File: src/rtl/if_stage_pkg.sv
// Shared fetch/decode definitions: next-PC select codes, reset PC and
// the branch offset helper used by the next-PC logic.
package if_stage_pkg;

  // Next-PC select codes driven by the decode controller.
  typedef enum logic [1:0] {
    NPC_SEQ = 2'b00,
    NPC_BEQ = 2'b01,
    NPC_J   = 2'b10,
    NPC_JR  = 2'b11
  } npc_sel_e;

  localparam logic [31:0] PC_RESET_DEFAULT = 32'h0000_3000;

  // Sign-extended word offset of a branch immediate.
  function automatic logic [31:0] branch_offset(input logic [15:0] imm16);
    return {{14{imm16[15]}}, imm16, 2'b00};
  endfunction

endpackage

File: src/rtl/if_stage_if.sv
// Fetch-stage bus: hazard controls, decode redirect inputs, instruction
// memory port and the IF/ID register outputs.
//
// D_valid qualifies the IF/ID register: when high, D_instr/D_pc/D_pc8 hold a
// real fetched instruction; when low they hold a bubble (NOP). There is no
// ready back-pressure; the hazard unit holds the stage with stall instead.
interface if_stage_if;
  logic        stall;
  logic        flush;
  logic [1:0]  D_npc_sel;
  logic        D_cmp_eq;
  logic [31:0] D_rs_data;
  logic [31:0] im_addr;
  logic [31:0] im_rdata;
  logic [31:0] F_pc;
  logic [31:0] D_instr;
  logic [31:0] D_pc;
  logic [31:0] D_pc8;
  logic        D_valid;

  // The fetch stage itself.
  modport master (
    input  stall, flush, D_npc_sel, D_cmp_eq, D_rs_data, im_rdata,
    output im_addr, F_pc, D_instr, D_pc, D_pc8, D_valid
  );

  // The surrounding pipeline / memory model.
  modport slave (
    output stall, flush, D_npc_sel, D_cmp_eq, D_rs_data, im_rdata,
    input  im_addr, F_pc, D_instr, D_pc, D_pc8, D_valid
  );
endinterface

File: src/rtl/if_stage_npc_calc.sv
// Combinational next-PC selection. Branch/jump targets come from the
// instruction held in IF/ID, so a redirect lands after one delay slot.
module npc_calc
  import if_stage_pkg::*;
(
  input  logic [1:0]  npc_sel,
  input  logic        cmp_eq,
  input  logic [31:0] rs_data,
  input  logic [31:0] f_pc,
  input  logic [31:0] d_pc,
  input  logic [31:0] d_instr,
  output logic [31:0] npc
);

  logic [31:0] seq_pc;
  assign seq_pc = f_pc + 32'd4;

  // Pick the next fetch address; all arithmetic wraps modulo 2^32.
  always_comb begin
    npc = seq_pc;
    case (npc_sel_e'(npc_sel))
      NPC_SEQ: npc = seq_pc;
      NPC_BEQ: npc = cmp_eq ? (d_pc + 32'd4 + branch_offset(d_instr[15:0])) : seq_pc;
      NPC_J:   npc = {d_pc[31:28], d_instr[25:0], 2'b00};
      NPC_JR:  npc = rs_data;
      default: npc = seq_pc;
    endcase
  end

endmodule

File: src/rtl/if_stage.sv
// Instruction fetch stage: PC register, instruction memory address and the
// IF/ID pipeline register, with stall/flush control from the hazard unit.
module if_stage
  import if_stage_pkg::*;
#(
  parameter logic [31:0] PC_RESET = PC_RESET_DEFAULT
) (
  input  logic        clk,
  input  logic        reset,
  if_stage_if.master  bus
);

  logic [31:0] pc_q, pc_d;
  logic [31:0] d_instr_q, d_instr_d;
  logic [31:0] d_pc_q, d_pc_d;
  logic [31:0] d_pc8_q, d_pc8_d;
  logic        d_valid_q, d_valid_d;
  logic [31:0] npc;

  npc_calc u_npc_calc (
    .npc_sel (bus.D_npc_sel),
    .cmp_eq  (bus.D_cmp_eq),
    .rs_data (bus.D_rs_data),
    .f_pc    (pc_q),
    .d_pc    (d_pc_q),
    .d_instr (d_instr_q),
    .npc     (npc)
  );

  // Flush beats stall; a flush advances the PC but leaves D_pc/D_pc8 alone.
  always_comb begin
    pc_d      = pc_q;
    d_instr_d = d_instr_q;
    d_pc_d    = d_pc_q;
    d_pc8_d   = d_pc8_q;
    d_valid_d = d_valid_q;
    if (bus.flush) begin
      pc_d      = npc;
      d_instr_d = 32'd0;
      d_valid_d = 1'b0;
    end else if (!bus.stall) begin
      pc_d      = npc;
      d_instr_d = bus.im_rdata;
      d_pc_d    = pc_q;
      d_pc8_d   = pc_q + 32'd8;
      d_valid_d = 1'b1;
    end
  end

  // State registers; reset overrides everything, including a pending redirect.
  always_ff @(posedge clk) begin
    if (reset) begin
      pc_q      <= PC_RESET;
      d_instr_q <= 32'd0;
      d_pc_q    <= PC_RESET;
      d_pc8_q   <= PC_RESET + 32'd8;
      d_valid_q <= 1'b0;
    end else begin
      pc_q      <= pc_d;
      d_instr_q <= d_instr_d;
      d_pc_q    <= d_pc_d;
      d_pc8_q   <= d_pc8_d;
      d_valid_q <= d_valid_d;
    end
  end

  assign bus.im_addr = pc_q;
  assign bus.F_pc    = pc_q;
  assign bus.D_instr = d_instr_q;
  assign bus.D_pc    = d_pc_q;
  assign bus.D_pc8   = d_pc8_q;
  assign bus.D_valid = d_valid_q;

endmodule
File: src/flat_wrapper.sv
// flat-port wrapper written by rule: the top's interface ports become plain ports
module if_stage_flat import if_stage_pkg::*;
#(
  parameter logic [31:0] PC_RESET = PC_RESET_DEFAULT
)
  (clk, reset, bus_stall, bus_flush, bus_D_npc_sel, bus_D_cmp_eq, bus_D_rs_data, bus_im_rdata, bus_im_addr, bus_F_pc, bus_D_instr, bus_D_pc, bus_D_pc8, bus_D_valid);
  if_stage_if bus_i ();
  input  logic clk;
  input  logic reset;
  input wire logic [$bits(bus_i.stall)-1:0] bus_stall;
  input wire logic [$bits(bus_i.flush)-1:0] bus_flush;
  input wire logic [$bits(bus_i.D_npc_sel)-1:0] bus_D_npc_sel;
  input wire logic [$bits(bus_i.D_cmp_eq)-1:0] bus_D_cmp_eq;
  input wire logic [$bits(bus_i.D_rs_data)-1:0] bus_D_rs_data;
  input wire logic [$bits(bus_i.im_rdata)-1:0] bus_im_rdata;
  output wire logic [$bits(bus_i.im_addr)-1:0] bus_im_addr;
  output wire logic [$bits(bus_i.F_pc)-1:0] bus_F_pc;
  output wire logic [$bits(bus_i.D_instr)-1:0] bus_D_instr;
  output wire logic [$bits(bus_i.D_pc)-1:0] bus_D_pc;
  output wire logic [$bits(bus_i.D_pc8)-1:0] bus_D_pc8;
  output wire logic [$bits(bus_i.D_valid)-1:0] bus_D_valid;
  assign bus_i.stall = bus_stall;
  assign bus_i.flush = bus_flush;
  assign bus_i.D_npc_sel = bus_D_npc_sel;
  assign bus_i.D_cmp_eq = bus_D_cmp_eq;
  assign bus_i.D_rs_data = bus_D_rs_data;
  assign bus_i.im_rdata = bus_im_rdata;
  assign bus_im_addr = bus_i.im_addr;
  assign bus_F_pc = bus_i.F_pc;
  assign bus_D_instr = bus_i.D_instr;
  assign bus_D_pc = bus_i.D_pc;
  assign bus_D_pc8 = bus_i.D_pc8;
  assign bus_D_valid = bus_i.D_valid;
  if_stage #(.PC_RESET(PC_RESET)) u_core (.clk(clk), .reset(reset), .bus(bus_i));
endmodule
File: config.mk
export PLATFORM = sky130hd
export DESIGN_NAME = if_stage_flat
export DESIGN_NICKNAME = d
export VERILOG_FILES = /design/src/rtl/if_stage_pkg.sv /design/src/rtl/if_stage_if.sv /design/src/rtl/if_stage_npc_calc.sv /design/src/rtl/if_stage.sv /design/src/flat_wrapper.sv
export SDC_FILE = /design/constraint.sdc
export NUM_CORES = 1
export LEC_CHECK = 0
export ABC_AREA = 1
export CORE_ASPECT_RATIO = 1.2
export CORE_MARGIN = 5
export CORE_UTILIZATION = 52
export CTS_CLUSTER_SIZE = 20
export DETAILED_ROUTE_END_ITERATION = 8
export GPL_TIMING_DRIVEN = 0
export PLACE_DENSITY = 0.83
export SYNTH_ARGS = -nofsm -noshare
export SYNTH_HDL_FRONTEND = slang
export SYNTH_HIERARCHICAL = 1
export SYNTH_SLANG_ARGS = --single-unit
File: constraint.sdc
create_clock -name clk -period 3.2 [get_ports clk]
set_clock_uncertainty 0.15 [all_clocks]
set_input_delay 0.64 -clock clk [delete_from_list [all_inputs] [get_ports clk]]
set_output_delay 0.64 -clock clk [all_outputs]
set_load 0.05 [all_outputs]
==> results.tsv <==
stage	metric	value	unit
die	die_y	162	um
critical_path	critical_path_class	flop to flop	
logic_synthesis	yosys.area_share.adder	7.53	%
logic_synthesis	synth_edf_count	0	
logic_synthesis	postSynthCellCount	1664	
sta	holdWs	319	ps
logic_synthesis	synth-compound-area-share	13.7	%
sta	min_period	3060	ps
critical_path	arrival	3210	ps
die	rows	55	
pwr	power.total	5.36	mW
drt	first_pass_iters	6	
logic_synthesis	synthSimpleGateAreaFrac	38.6	%
grt	antenna_found_initial	0	
logic_synthesis	syn_area_per_cell	6.05	um^2
drt	dr_total_vias	12300	
layout	drive_above_1_share	7.73	%
worst_hold_path	hold_class	flop to flop	
drt	remaining_drc_errors	0	
place	portBuffers	229	
die	ios	232	
sta	setup_viol	0	
logic_synthesis	synthXorXnorAreaFrac	1.48	%
critical_path	start_kind	flop	
logic_synthesis	synthFlopType	dfxtp_1	
die	start_util	53.2	%
critical_path	crit_top_cell	nand2_1	
place	dp_hpwl	33100	um
logic_synthesis	synth_top_family_by_area	simple AND/OR/NAND/NOR gates	
pwr	power.density	402	mW/mm^2
clocking	cts_max_level	4	
critical_path	crit_required	3350	ps
critical_path	path_buf_inv	2	
clocking	ctsHoldBuffers	0	
sta	fin_setup_tns	0	ps
die	die-area	0.0222	mm^2
sta	worstMarginPinSlew	836	ps
drt	wl	41600	um
drt	drt-wirelength-per-cell	19.0	um
logic_synthesis	yosysWarnings	6	
logic_synthesis	async_flop_share	0	%
grt	grt_pass1_vias	11600	
clocking	clock_sinks	126	
drt	antenna_left	0	
logic_synthesis	ys_types	44	
layout	final_net_count	2045	
pwr	peakVddDrop	0.373	mV
drt	drt_iter0_markers	1293	
sta	fin_crit_sh	95.6	%
critical_path	crit_path_end_kind	flop	
critical_path	cp_top_family	simple AND/OR/NAND/NOR gates	
grt	grt_use_total	36.5	%
logic_synthesis	ys_seq_elements	126	
job	maxCapViolCount	0	
layout	syn2layout_area_growth	32.6	%
critical_path	slowest_delay	470	ps
layout	fin_area	0.0133	mm^2
sta	fmax	0.327	GHz
logic_synthesis	syn_nets	1795	
grt	grt_pass1_wl	62800	um
clocking	numCtsBuffers	17	
place	place_ws	-6.75	ps
die	die_w	137	um
clocking	cts.clk_slew.worst_paths	60	ps
sta	rsz0062_at_grt	false	
layout	antenna_cells	0	
critical_path	cp_cell_sequence	ha_1, ha_1, nand2_1, inv_1, nand2_1, nand2_1, nand3b_1, buf_4, nand2_1, nand2_1, nand2_1, nand3_1, nand2_1, nand3_1, o21ai_0, nor2_1	
logic_synthesis	muxShareOfSynthArea	0	%
die	core-area	0.0189	mm^2
clocking	clk_latency	430	ps
critical_path	slowest_stage	dfxtp_1	
grt	overflow	0	
run_status	status	finished, final reports clean	
critical_path	cp_max_fo	4	
drt	routed_via_density	5.65	
place	place_area	0.0127	mm^2
sta	hold_viol_final	0	
pwr	p_leak	6.21	nW
sta	worst_slack	140	ps
logic_synthesis	synth_area	0.0101	mm^2
sta	maxSlewViolCount	0	
clocking	clockRootBuffer	clkbuf_16	
logic_synthesis	synth_seq_area_share	25.1	%
place	globalplace.congestion	1.03	
sta	relSlewSlack	44.2	%
clocking	clock_tree.buffer_depth	2	
grt	grt_start_max_net_pins	19	
clocking	cts_tree	built	
==> flip-flops by register name, summed over array words and instances, names as in the netlist <==
register	count
u_core/bus.D_instr	32
u_core/bus.D_pc	32
u_core/bus.F_pc	32
u_core/bus.D_pc8	29
u_core/bus.D_valid	1
==> layout make-up <==
cell class	instances	area (um^2)
multi-input cells	1238	6180
fillers	1670	5580
flip-flops and latches	126	2520
repair buffers	231	2310
inverters	210	788
plain buffers	90	587
clock buffers	18	429
well taps	256	320
clock inverters	14	208
==> worst register-to-register path, delay by kind of cell, from the launching register on <==
family | cells | cell delay (ps)
compound gates | 1 | 220
flops | 1 | 470
fa+ha+maj | 2 | 650
buf+inv | 2 | 270
simple gates | 11 | 1190
==> timing repair <==
item                                    4_1_cts  5_1_grt
gates cloned                                  0        0
resized for setup                             1        5
endpoints found under the setup margin        1       10
setup buffers                                 0        2
pin swaps                                     0        1
==> per-stage QoR <==
stage / util (%) / instances
final: 70.5 / 2183
after global routing: 70.5 / 2183
after CTS: 70.4 / 2181
after detailed placement: 67.0 / 2149
after global placement: 67.0 / 2149
after floorplan: - / 1664
==> final timing paths <==
check,slack [ps],from,endpoint,cells past startpoint
worst max-delay path,140,u_core/bus.D_pc[11],u_core/bus.F_pc[29],16
worst min-delay path,320,u_core/bus.D_instr[26],u_core/bus.D_instr[26],2
worst max register to register,140,u_core/bus.D_pc[11],u_core/bus.F_pc[29],16
worst min register to register,320,u_core/bus.D_instr[26],u_core/bus.D_instr[26],2
==> kinds of logic after synthesis <==
family                     Yosys count
buffers and inverters              300
AOI/OAI and AO/OA                  248
xor gates and xnor gates            17
adders and majority gates           60
and+or+nand+nor                    913
DFF                                126
==> layout by cell type (no fill, tap or decap), types with 21 or more instances in the layout <==
cell and instances:
clkbuf_1 23, inv_1 202, clkdlybuf4s50_1 229, a21oi_1 131, nor2_1 195, nand3_1 119, dfxtp_1 124, ha_1 59
a22o_1 21, nand2_1 509, o21ai_0 63, buf_4 42
==> report_power, final <==
group          internal [mW]  leakage (nW)  switching [mW]  total (mW)
clock network           1.32         0.309           0.815        2.14
logic                  0.497          4.87           0.910        1.41
registers               1.65          1.03           0.165        1.81
total                   3.47          6.21            1.89        5.36
==> cell usage after synthesis, types with 2 or more instances <==
master / instances / area (um^2)
nand2_1: 509 / 1910
inv_1: 202 / 758
nor2_1: 196 / 736
a21oi_1: 131 / 656
dfxtp_1: 126 / 2520
nand3_1: 121 / 606
o21ai_0: 64 / 320
ha_1: 59 / 738
buf_4: 40 / 300
clkbuf_1: 22 / 82.6
a22o_1: 21 / 184
nor3_1: 17 / 85.1
buf_2: 14 / 70.1
nor2_4: 13 / 146
xor2_1: 13 / 114
nand4_1: 11 / 68.8
nand3b_1: 10 / 75.1
nor2_2: 10 / 62.6
o21ai_1: 10 / 50.1
nand2_2: 9 / 56.3
inv_2: 7 / 26.3
o211ai_1: 7 / 52.6
a211oi_1: 6 / 45.0
buf_1: 5 / 18.8
and2_1: 4 / 25.0
buf_6: 4 / 45.0
clkbuf_8: 4 / 55.1
xnor2_1: 4 / 35.0
nand2_4: 3 / 33.8
o2111ai_1: 3 / 26.3
or2_2: 3 / 18.8
nor3_2: 2 / 20.0
o21bai_1: 2 / 15.0
or2_1: 2 / 12.5
==> routing by layer <==
metal | global-route usage, % | wire length, um | share of wire (%)
met5 | 0 | 0 | 0
met4 | 18.7 | 2290 | 5.5
met3 | 6.74 | 4250 | 10
met2 | 60.9 | 19300 | 46
met1 | 44.5 | 15700 | 38
Power figures use the tool's default switching activity.
